[src/rtl/alu_pkg.sv]
// alu_pkg: shared encodings, states and constants for the iterative divider
package alu_pkg;
    localparam logic [1:0] DIV_OP_DIV  = 2'b00;
    localparam logic [1:0] DIV_OP_DIVU = 2'b01;
    localparam logic [1:0] DIV_OP_REM  = 2'b10;
    localparam logic [1:0] DIV_OP_REMU = 2'b11;
    localparam logic [31:0] INT_MIN       = 32'h8000_0000;
    localparam logic [31:0] DIV_ZERO_QUOT = 32'hFFFF_FFFF;
    typedef enum logic [1:0] {S_IDLE, S_CALC, S_FIX, S_DONE} div_state_e;
endpackage

[src/rtl/div_step.sv]
// div_step: one combinational restoring-division step
module div_step #(
    parameter int WIDTH = 32
) (
    input  logic [WIDTH-1:0] rem_i,
    input  logic             msb_i,
    input  logic [WIDTH-1:0] divisor_i,
    output logic [WIDTH-1:0] rem_o,
    output logic             qbit_o
);
    logic [WIDTH:0] sh, diff;
    assign sh     = {rem_i, msb_i};
    assign diff   = sh - {1'b0, divisor_i};
    assign qbit_o = ~diff[WIDTH];
    assign rem_o  = qbit_o ? diff[WIDTH-1:0] : sh[WIDTH-1:0];
endmodule

[src/rtl/iterative_divider.sv]
// iterative_divider: multi-cycle signed/unsigned divide and remainder unit
module iterative_divider
    import alu_pkg::*;
#(
    parameter int WIDTH = 32
) (
    input  logic             clk,
    input  logic             rst,
    input  logic             ReqValid,
    output logic             ReqReady,
    input  logic [WIDTH-1:0] Operand1,
    input  logic [WIDTH-1:0] Operand2,
    input  logic [1:0]       Op,
    input  logic             Kill,
    output logic             RespValid,
    input  logic             RespReady,
    output logic [WIDTH-1:0] Result,
    output logic             ZeroFlag,
    output logic             OverflowFlag,
    output logic             DivZeroFlag
);
    localparam int CW = $clog2(WIDTH);

    div_state_e       state_q, state_d;
    logic [CW-1:0]    cnt_q, cnt_d;
    logic [WIDTH-1:0] dvd_q, dvd_d, dvs_q, dvs_d, rem_q, rem_d, res_q, res_d;
    logic             rem_sel_q, rem_sel_d, qneg_q, qneg_d, rneg_q, rneg_d;
    logic             zero_q, zero_d, ovf_q, ovf_d, dz_q, dz_d, vld_q, vld_d;
    logic [WIDTH-1:0] step_rem, abs1, abs2, special_res, fix_q, fix_r, fix_res;
    logic             step_q, sgn, s1, s2, dz_in, ovf_in;

    div_step #(.WIDTH(WIDTH)) u_step (
        .rem_i    (rem_q),
        .msb_i    (dvd_q[WIDTH-1]),
        .divisor_i(dvs_q),
        .rem_o    (step_rem),
        .qbit_o   (step_q)
    );

    assign sgn         = (Op == DIV_OP_DIV) || (Op == DIV_OP_REM);
    assign s1          = sgn & Operand1[WIDTH-1];
    assign s2          = sgn & Operand2[WIDTH-1];
    assign abs1        = s1 ? -Operand1 : Operand1;
    assign abs2        = s2 ? -Operand2 : Operand2;
    assign dz_in       = Operand2 == '0;
    assign ovf_in      = sgn && Operand1 == INT_MIN && (&Operand2);
    assign special_res = dz_in ? (Op[1] ? Operand1 : DIV_ZERO_QUOT) : (Op[1] ? '0 : INT_MIN);
    assign fix_q       = qneg_q ? -dvd_q : dvd_q;
    assign fix_r       = rneg_q ? -rem_q : rem_q;
    assign fix_res     = rem_sel_q ? fix_r : fix_q;

    // Next-state, datapath and flag updates; Kill overrides every transition
    always_comb begin
        state_d   = state_q;
        cnt_d     = cnt_q;
        dvd_d     = dvd_q;
        dvs_d     = dvs_q;
        rem_d     = rem_q;
        res_d     = res_q;
        rem_sel_d = rem_sel_q;
        qneg_d    = qneg_q;
        rneg_d    = rneg_q;
        zero_d    = zero_q;
        ovf_d     = ovf_q;
        dz_d      = dz_q;
        case (state_q)
            S_IDLE: if (ReqValid && !Kill) begin
                rem_sel_d = Op[1];
                ovf_d     = ovf_in;
                dz_d      = dz_in;
                if (dz_in || ovf_in) begin
                    res_d   = special_res;
                    zero_d  = special_res == '0;
                    state_d = S_DONE;
                end else begin
                    dvd_d   = abs1;
                    dvs_d   = abs2;
                    qneg_d  = s1 ^ s2;
                    rneg_d  = s1;
                    rem_d   = '0;
                    cnt_d   = '1;
                    res_d   = '0;
                    zero_d  = 1'b0;
                    state_d = S_CALC;
                end
            end
            S_CALC: begin
                rem_d   = step_rem;
                dvd_d   = {dvd_q[WIDTH-2:0], step_q};
                cnt_d   = cnt_q - 1'b1;
                state_d = cnt_q == '0 ? S_FIX : S_CALC;
            end
            S_FIX: begin
                res_d   = fix_res;
                zero_d  = fix_res == '0;
                state_d = S_DONE;
            end
            default: state_d = RespReady ? S_IDLE : S_DONE;
        endcase
        if (Kill) state_d = S_IDLE;
        vld_d = state_d == S_DONE;
    end

    // State and datapath registers with synchronous reset
    always_ff @(posedge clk) begin
        if (rst) begin
            state_q   <= S_IDLE;
            cnt_q     <= '0;
            dvd_q     <= '0;
            dvs_q     <= '0;
            rem_q     <= '0;
            res_q     <= '0;
            rem_sel_q <= 1'b0;
            qneg_q    <= 1'b0;
            rneg_q    <= 1'b0;
            zero_q    <= 1'b0;
            ovf_q     <= 1'b0;
            dz_q      <= 1'b0;
            vld_q     <= 1'b0;
        end else begin
            state_q   <= state_d;
            cnt_q     <= cnt_d;
            dvd_q     <= dvd_d;
            dvs_q     <= dvs_d;
            rem_q     <= rem_d;
            res_q     <= res_d;
            rem_sel_q <= rem_sel_d;
            qneg_q    <= qneg_d;
            rneg_q    <= rneg_d;
            zero_q    <= zero_d;
            ovf_q     <= ovf_d;
            dz_q      <= dz_d;
            vld_q     <= vld_d;
        end
    end

    assign ReqReady     = state_q == S_IDLE;
    assign RespValid    = vld_q;
    assign Result       = res_q;
    assign ZeroFlag     = zero_q;
    assign OverflowFlag = ovf_q;
    assign DivZeroFlag  = dz_q;
endmodule
[config.mk]
export PLATFORM = sky130hd
export DESIGN_NAME = iterative_divider
export DESIGN_NICKNAME = d
export VERILOG_FILES = /design/src/rtl/alu_pkg.sv /design/src/rtl/div_step.sv /design/src/rtl/iterative_divider.sv
export SDC_FILE = /design/constraint.sdc
export NUM_CORES = 1
export LEC_CHECK = 0
export ABC_AREA = 0
export BUFFER_PORTS_ARGS = -buffer_cell sky130_fd_sc_hd__buf_2
export CAP_MARGIN = 20
export CORE_ASPECT_RATIO = 1.5
export CORE_MARGIN = 4
export CORE_UTILIZATION = 55
export CTS_CLUSTER_SIZE = 10
export DETAILED_ROUTE_END_ITERATION = 8
export PLACE_DENSITY = 0.78
export SKIP_CTS_REPAIR_TIMING = 1
export SLEW_MARGIN = 10
export SYNTH_ARGS = -nofsm -noshare
export SYNTH_HDL_FRONTEND = slang
export SYNTH_SLANG_ARGS = --single-unit
[constraint.sdc]
create_clock -name clk -period 3.3 [get_ports clk]
set_input_delay 0.495 -clock clk [delete_from_list [all_inputs] [get_ports clk]]
set_output_delay 0.495 -clock clk [all_outputs]
set_load 0.05 [all_outputs]
# ---- Yosys cells after proc, flatten, opt, wreduce, memory -nomap -nowiden
# Cells that the tools add are included.
dict set report word_totals {
  memories 0
  latch_bits 0
  ff_bits 142
  wordCells 80
  inputBits 71
  output_inout_bits 37
  ram_bits 0
  romBits 0
}
dict set report op_classes {
  div_mod_pow 0
  magnitude_cmp 0
  shift 0
  bitwise 5
  n_mux 30
  n_eq_ne 7
  add_sub_neg 6
  n_reduce_logical 19
  multipliers 0
}
# cell n
set op_table {}
lappend op_table {{$mux W32} 15}
lappend op_table {{$pmux W32 S2} 3}
lappend op_table {{$neg A32 Y32} 4}
lappend op_table {{$logic_not A32 Y1} 3}
lappend op_table {{$sub A33 B32 Y33} 1}
lappend op_table {{$eq A32 B32 Y1 const B} 1}
lappend op_table {{$reduce_and A32 Y1} 1}
lappend op_table {{$mux W2} 5}
lappend op_table {{$mux W5} 2}
lappend op_table {{$pmux W5 S2} 1}
lappend op_table {{$eq A2 B2 Y1 const B} 3}
lappend op_table {{$pmux W2 S3} 1}
lappend op_table {{$reduce_and A3 Y1} 2}
lappend op_table {{$logic_not A5 Y1} 1}
lappend op_table {{$sub A5 B1 Y5 const B} 1}
lappend op_table {{$logic_not A2 Y1} 2}
lappend op_table {{$reduce_and A2 Y1} 2}
lappend op_table {{$reduce_bool A2 Y1} 2}
lappend op_table {{$logic_and A1 B1 Y1} 3}
lappend op_table {{$and A1 B1 Y1} 2}
lappend op_table {{$eq A2 B1 Y1 const B} 1}
lappend op_table {{$logic_or A1 B1 Y1} 2}
lappend op_table {{$mux W1} 2}
lappend op_table {{$ne A2 B1 Y1 const B} 1}
lappend op_table {{other kinds (5)} 6}

# ---- Longest topological paths before layout
# Gate-level depths: netlist of run 1.
dict set report logic_depth {
  ltp_word 10
  depth_mapped 14
  mapped_depth_nobuf 12
}

# ---- Cells and area by module
# A second synthesis of run 1 with hierarchy kept.
dict set report unflattened {
  hier_cells 1470
  area_unflattened_um2 11412.2
}
# module seq_area_each_um2 area_per_inst_um2 n_inst cells_each
set modules_own_cells {}
lappend modules_own_cells {iterative_divider 2842.7 9156.3 1 1159}
lappend modules_own_cells {div_step 0.0 2255.9 1 311}

# ---- Worst setup path after synthesis of run 1
# OpenSTA, ideal clock, no wires.
dict set report synth_path {
  path_kind {reg-to-reg}
  from {register state_q[0]}
  to {register zero_q (netlist: ZeroFlag)}
  setup_time_ns 0.084
  period_less_slack_ns 3.515
  n_path_buf 1
  arrival_time_ns 3.431
  required_ns 3.216
  path_slack_ns -0.215
  stages_incl_launch_ff 11
  cell_sequence {dfxtp_1 > clkbuf_1 > nor2_1 > and2_0 > nor2_1 > or4_1 > or4_1 > or4_1 > nor4_1 > nand4_1 > o31ai_2}
}
dict set report synth_between {
  elab_chain_len 3
  word_cells_on_any_way 6
  cone_classes {eq/ne: 2; mux: 1; reduce/logical: 3}
}
# element line
set synth_lines {}
lappend synth_lines {{start, declared} iterative_divider.sv:24} ;# div_state_e state_q, state_d;
lappend synth_lines {{start signal, assigned} iterative_divider.sv:121} ;# state_q <= state_d;
lappend synth_lines {{$logic_not A2 Y1 *} --}
lappend synth_lines {{net ReqReady} iterative_divider.sv:10} ;# output logic ReqReady,
lappend synth_lines {{$ne A2 B1 Y1 (no line) or $reduce_bool A2 Y1 (tied branches)} --}
lappend synth_lines {{$reduce_and A2 Y1 (no line)} --}
lappend synth_lines {{end signal, assigned} iterative_divider.sv:130} ;# zero_q <= zero_d;
lappend synth_lines {{end, declared} iterative_divider.sv:28} ;# logic zero_q, zero_d, ovf_q, ovf_d, dz_q, dz_d, vld_q, vld_d;
# Mark *: on every way through the listed nets, which the timed path passes. The rest lies on a longest branch.
# A chain may end at the register's enable or synchronous reset.

# ---- Worst setup path after layout of run 1
dict set report layout_path {
  from {register rem_q[1]}
  to {register zero_q (netlist: ZeroFlag)}
}
dict set report layout_between {
  elab_chain_len 5
}
# element line
set layout_lines {}
lappend layout_lines {{start, declared} iterative_divider.sv:26} ;# logic [WIDTH-1:0] dvd_q, dvd_d, dvs_q, dvs_d, rem_q, rem_d, res_q, res_d;
lappend layout_lines {{start signal, assigned} iterative_divider.sv:125} ;# rem_q <= rem_d;
lappend layout_lines {{$neg A32 Y32} iterative_divider.sv:49} ;# assign fix_r = rneg_q ? -rem_q : rem_q;
lappend layout_lines {{$mux W32 *} iterative_divider.sv:49}
lappend layout_lines {{$mux W32 *} iterative_divider.sv:50} ;# assign fix_res = rem_sel_q ? fix_r : fix_q;
lappend layout_lines {{$logic_not A32 Y1 *} iterative_divider.sv:95} ;# zero_d = fix_res == '0;
lappend layout_lines {{$pmux W1 S2 *} iterative_divider.sv:66} ;# case (state_q)
# Every way passes the cells marked *; elsewhere a longest branch is shown, timed or not.

==> impl_metrics.py, run 1 <==
metrics = {
    "outcome": {
        "outcome": "finished with violations",
        "violations": "negative setup slack",
    },
    "worst_setup_path": {
        "critical_path.top_delay_family": "simple AND/OR/NAND/NOR gates",
        "slowest_delay_ns": 0.54,
        "worstPathCellList": "inv_2 > ha_2 > or4b_4 > or4_4 > or3_4 > o31ai_4 > xor2_1 > a21oi_2 > or4_4 > o31ai_2",
        "critPathMaxFanout": 3,
        "endpoint_kind": "flop",
        "start_kind": "flop",
        "worst-setup-path-type": "flop to flop",
        "cp_num_buf_inv": 1,
        "slowest_stage": "or4_4",
        "cp.arrival_ns": 3.65,
        "cp.required_ns": 3.65,
        "cpMostUsedCell": "or4_4",
    },
    "timing": {
        "finalCritPeriodShare_pct": 100.2,
        "hold_violations": 0,
        "max_freq_mhz": 302.5,
        "tns_ns": -0.005291,
        "worst_pin_slew_ns": 0.7976,
        "min_period_ns": 3.305,
        "rsz0062_at_grt": "yes",
        "slew_headroom_pct": 46.77,
        "setup_slack_ns": -0.005291,
        "slew_violations": 0,
        "setup_viol": 1,
        "finClkSkew_ns": 0.01439,
    },
    "route": {
        "drt-total-wl_mm": 32.75,
        "first_pass_iters": 9,
        "drtIter0Drc": 1126,
        "postRouteAntennaNets": 0,
        "avgRoutedWirePerCell_um": 18.21,
        "via_per_inst": 6.256,
        "vias": 11249,
        "drc": 0,
    },
    "logic_synthesis": {
        "synth_flop_cell": "dfxtp_1",
        "synth-edff-count": 0,
        "synth_area_mm2": 0.01031,
        "synthCells": 1364,
        "synthDistinctLibCells": 72,
        "synth_top_area_share_pct": 27.57,
        "ys_seq_area_share_pct": 27.57,
        "syn_avg_cell_area_um2": 7.560,
        "synth-seq-cells": 142,
        "synth_top_area_cell": "dfxtp_1",
        "syn_nets": 1475,
        "async_reset_ff_share_pct": 0,
        "yosys-top-cells-area": "dfxtp_1 (28%), xnor2_1 (6.5%), xor2_1 (5.7%)",
        "yosys_warnings": 0,
    },
    "floorplanning": {
        "initial_core_util_pct": 55.83,
        "rows": 61,
        "die_width_um": 119.8,
        "die-height_um": 175.7,
        "core_area_mm2": 0.01847,
        "ios": 108,
        "die_area_mm2": 0.02105,
    },
    "clock_network": {
        "clk_pin_slew_worst_paths_ns": 0.06,
        "cts-buffers-inserted": 17,
        "cts_tree": "built",
        "cts_root_buf": "clkbuf_16",
        "cts_buffer_depth": 2,
        "htreeDepth": 4,
        "cts.sinks": 142,
        "clock_latency_ns": 0.43,
    },
    "finish": {
        "syn2layout_area_growth_pct": 22.97,
        "final_cell_mix": "nor2_1 (145), dfxtp_1 (139), buf_4 (118)",
        "fillCellCount": 1543,
        "multiInputGateArea_mm2": 0.007088,
        "stdcell_count": 1798,
        "diodes": 0,
        "final_common_cell": "nor2_1",
        "final_util_pct": 68.66,
        "drive_gt1_share_pct": 20.63,
        "fin_nets": 1644,
        "regArea_mm2": 0.002846,
    },
    "grt": {
        "antenna_found_initial": 0,
        "grt_pass1_wl_mm": 52.47,
        "gr-total-overflow": 0,
        "grt_max_degree": 62,
        "grt_pass1_vias": 10931,
        "grt.total_usage_pct": 30.28,
    },
    "pwr": {
        "ir_drop_uv": 337.5,
        "power_density_mw_per_mm2": 394.4,
        "p_leak_nw": 5.129,
    },
    "placed_design": {
        "place_ws_ns": -0.1247,
        "post-place-cells": 1765,
        "dp_hpwl_mm": 24.44,
        "port_buffers": 107,
        "place_congestion": 0.9646,
    },
    "job": {
        "maxCapViolCount": 0,
    },
    "min_path": {
        "hold_class": "primary input to flop",
    },
}
[state kept, by name, summed over array words and instances, names as in the netlist, 2 cells and up]
| register | cells |
|---|---|
| rem_q | 32 |
| state_q | 2 |
| dvd_q | 32 |
| dvs_q | 32 |
| cnt_q | 5 |
| Result | 32 |
[per-layer routing]
layer / global-route usage (%) / vias to the layer above / share of wire (%)
li1: - / 5342 / -
met1: 34.45 / 5225 / 38
met2: 54.58 / 531 / 50
met3: 4.446 / 151 / 6.6
met4: 15.48 / 0 / 5.6
met5: 0 / - / 0
[logic make-up (layout without fill, tap and decap cells)]
logic type | count (synthesis) | after routing | synth area share [%]
AOI/OAI and AO/OA | 450 | 450 | 28.82
muxes | 9 | 9 | 0.8736
and+or+nand+nor | 429 | 429 | 20.03
xor gates and xnor gates | 144 | 144 | 12.23
adders and majority gates | 40 | 40 | 4.926
DFF | 142 | 142 | 27.57
buffers and inverters | 150 | 332 | 5.557
[stage by stage]
step           area (um2)  total power, mW  hold WS (ns)
6_report            12680            5.001        0.3561
5_1_grt             12680            5.177        0.3792
4_1_cts             12490            4.937        0.3536
3_5_place_dp        11890            2.942        0.4514
3_3_place_gp        11890            2.927        0.4406
2_1_floorplan       10320            2.548        0.4319
[tightest hold or removal path, cell delays in order]
cell      delay [ns]
buf_2           0.09
a311oi_1        0.05
o21a_1          0.11
[power by group]
group | internal [mW] | switching [mW] | leakage, nW
Combinational | 0.478 | 0.652 | 3.68
Sequential | 1.78 | 0.0657 | 1.16
Clock | 1.22 | 0.805 | 0.287
Total | 3.48 | 1.52 | 5.13
[final timing paths]
check / from / to / slack [ns] / cells after the start
min: Kill / state_q[0]$_SDFF_PP0_ / 0.36 / 3
max reg2reg: rem_q[1]$_SDFFE_PP0P_ / ZeroFlag$_SDFFE_PP0P_ / -0.005 / 10
min reg2reg: dvs_q[30]$_SDFFE_PP0P_ / dvs_q[30]$_SDFFE_PP0P_ / 0.46 / 2
max: rem_q[1]$_SDFFE_PP0P_ / ZeroFlag$_SDFFE_PP0P_ / -0.005 / 10
[cells in the mapped netlist, drive strengths merged (3+ instances only)]
master	count
o211ai	10
a222oi	9
and3	6
a21oi	91
o31ai	32
o221ai	5
nor2b	12
clkbuf	74
a221o	4
a31oi	30
nand3	22
a2111oi	16
a311oi	4
nor3	25
mux2i	9
a22oi	34
a221oi	3
a21boi	3
nand2b	9
a211oi	31
nand4	12
a21o	13
or2	8
buf	8
and2	5
ha	39
o21bai	6
inv	68
nand2	110
xnor2	77
xor2	67
a211o	4
nor4	12
or4	25
or3	25
nor2	147
o21ai	112
dfxtp	142
o31a	5
o41ai	20
o21a	5
[layout make-up]
class	instances	share of cell area, %
Multi-Input combinational cell	1072	55.90
Sequential cell	142	22.45
Timing Repair Buffer	232	12.36
Clock buffer	20	3.522
Tap cell	252	2.486
Inverter	68	2.013
Clock inverter	12	1.273
No activity file was read; power rests on OpenSTA's default activity.
==> run 2: changes to the inputs <==
--- a/config.mk
+++ b/config.mk
@@ -8,7 +8,7 @@
 export ABC_AREA = 0
 export BUFFER_PORTS_ARGS = -buffer_cell sky130_fd_sc_hd__buf_2
 export CAP_MARGIN = 20
-export CORE_ASPECT_RATIO = 1.5
+export CORE_ASPECT_RATIO = 0.7
 export CORE_MARGIN = 4
 export CORE_UTILIZATION = 55
 export CTS_CLUSTER_SIZE = 10
==> run 2 against run 1 <==
Compared with the run above:
- the run still ends with negative setup slack left
- register-to-register slack worse by 0.14 ns
- non-clock buffer count is 12 lower
- final cell count is 1.6% lower
- clock power is 2% lower
- design area is 1.3% lower
- critical path depth stayed put
- critical endpoint unchanged
- largest power group unchanged
==> impl_metrics.py, run 2 (synthesized netlist as in run 1, its figures left out) <==
metrics = {
    "outcome": {
        "outcome": "finished with violations",
        "violations": "negative setup slack",
    },
    "route": {
        "postRouteAntennaNets": 0,
        "first_pass_iters": 6,
        "drc": 0,
        "vias": 11346,
        "drtIter0Drc": 1486,
        "avgRoutedWirePerCell_um": 19.60,
        "via_per_inst": 6.410,
        "drt-total-wl_mm": 34.69,
    },
    "job": {
        "maxCapViolCount": 0,
    },
    "finish": {
        "diodes": 0,
        "final_cell_mix": "nor2_1 (144), dfxtp_1 (138), nand2_1 (110)",
        "regArea_mm2": 0.002848,
        "fin_nets": 1632,
        "drive_gt1_share_pct": 19.69,
        "final_common_cell": "nor2_1",
        "fillCellCount": 1513,
        "multiInputGateArea_mm2": 0.007054,
        "syn2layout_area_growth_pct": 21.39,
        "fin_area_mm2": 0.01252,
    },
    "pwr": {
        "switching_share_pct": 31.48,
        "p_leak_nw": 5.071,
        "p_clk_share_pct": 39.8,
        "totalPowerFinal_mw": 4.954,
        "p_int_mw": 3.394,
        "switching_power_mw": 1.559,
        "power_density_mw_per_mm2": 395.7,
        "combPwrFrac_pct": 22.8,
        "seqPwrFrac_pct": 37.4,
        "ir_drop_uv": 261.3,
    },
    "clock_network": {
        "cts_root_buf": "clkbuf_16",
        "htreeDepth": 4,
        "cts_buffer_depth": 2,
        "clock_latency_ns": 0.44,
        "cts.sinks": 142,
        "clk_pin_slew_worst_paths_ns": 0.07,
        "cts-buffers-inserted": 17,
        "cts_tree": "built",
    },
    "timing": {
        "setup_viol": 1,
        "setup_slack_ns": -0.1414,
        "finClkSkew_ns": 0.01271,
        "tns_ns": -0.1414,
        "finalCritPeriodShare_pct": 104.3,
        "min_period_ns": 3.441,
        "hold_violations": 0,
        "slew_violations": 0,
        "rsz0062_at_grt": "yes",
        "holdWs_ns": 0.3536,
        "slew_headroom_pct": 39.44,
        "worst_pin_slew_ns": 0.9074,
        "max_freq_mhz": 290.6,
    },
    "floorplanning": {
        "die_area_mm2": 0.02104,
        "die_width_um": 171.7,
        "die-height_um": 122.6,
        "ios": 108,
        "rows": 41,
        "core_area_mm2": 0.01821,
        "initial_core_util_pct": 56.63,
    },
    "grt": {
        "grt_max_degree": 64,
        "grt_pass1_wl_mm": 53.90,
        "gr-total-overflow": 0,
        "antenna_found_initial": 0,
        "grt_pass1_vias": 10420,
        "grt.total_usage_pct": 31.96,
    },
    "worst_setup_path": {
        "slowest_delay_ns": 0.65,
        "slowest_stage": "or4b_2",
        "cp.required_ns": 3.66,
        "endpoint_kind": "flop",
        "cpMostUsedCell": "or3_1",
        "critPathMaxFanout": 7,
        "worst-setup-path-type": "flop to flop",
        "worstPathCellList": "inv_1 > ha_1 > or4b_2 > or3_1 > buf_4 > nor3_1 > o41ai_2 > or3_1 > or4_4 > o31ai_2",
        "start_kind": "flop",
        "cp.arrival_ns": 3.80,
    },
    "placed_design": {
        "dp_hpwl_mm": 25.47,
        "place_ws_ns": -0.1508,
        "placed_cell_area_mm2": 0.01176,
        "place_congestion": 0.9957,
        "port_buffers": 107,
    },
    "min_path": {
        "hold_class": "primary input to flop",
    },
}
run 2: cell count changes in the layout (fill, tap and decap cells not counted), sizes merged:
cell	before	now
buf	232	220
bufinv	3	2
clkbuf	20	19
clkinv	4	5
clkinvlp	3	5
inv	70	69
run 2: worst max-delay path: cells and delay by family, from the launching register on:
kind | cells | cell delay [ns]
AND/OR/NAND/NOR | 5 | 2.25
flip-flops | 1 | 0.31
buffers and inverters | 2 | 0.24
adder cells (fa/ha/maj) | 1 | 0.20
AO/OA/AOI/OAI | 2 | 0.34
run 2: final timing paths:
check,from,end,slack [ns],cells past startpoint
max,dvd_q[0]$_SDFFE_PP0P_,ZeroFlag$_SDFFE_PP0P_,-0.14,10
min,Operand2[0],dvs_q[0]$_SDFFE_PP0P_,0.35,3
max reg2reg,dvd_q[0]$_SDFFE_PP0P_,ZeroFlag$_SDFFE_PP0P_,-0.14,10
min reg2reg,dvs_q[30]$_SDFFE_PP0P_,dvs_q[30]$_SDFFE_PP0P_,0.46,2
run 2: cell type report:
type / instances / share of cell area [%]
Clock buffer: 19 / 3.618
Clock inverter: 13 / 1.109
Inverter: 68 / 2.039
Multi-Input combinational cell: 1072 / 56.35
Sequential cell: 142 / 22.75
Tap cell: 236 / 2.359
Timing Repair Buffer: 220 / 11.77
run 2: metrics by stage:
stage / std cells / util (%)
after detailed placement: 1735 / 64.58
after global placement: 1735 / 64.58
final: 1770 / 68.74
after floorplan: 1364 / -
after global routing: 1770 / 68.74
after CTS: 1767 / 67.83
run 2: metal layers:
metal	vias up	wire, um	track usage (%)
li1	5314	-	-
met1	5307	15400	46.31
met4	0	826	8.808
met3	77	3772	8.564
met5	-	0	0
met2	648	14690	46.79
run 2: power groups by stage:
stage | registers, mW | clock network, mW | logic [mW]
detailed placement | 1.88 | 0 | 1.06
floorplan | 1.87 | 0 | 0.676
global placement | 1.88 | 0 | 1.03
CTS | 1.85 | 1.97 | 1.07
global route | 1.86 | 2.04 | 1.22
finish | 1.85 | 1.97 | 1.13
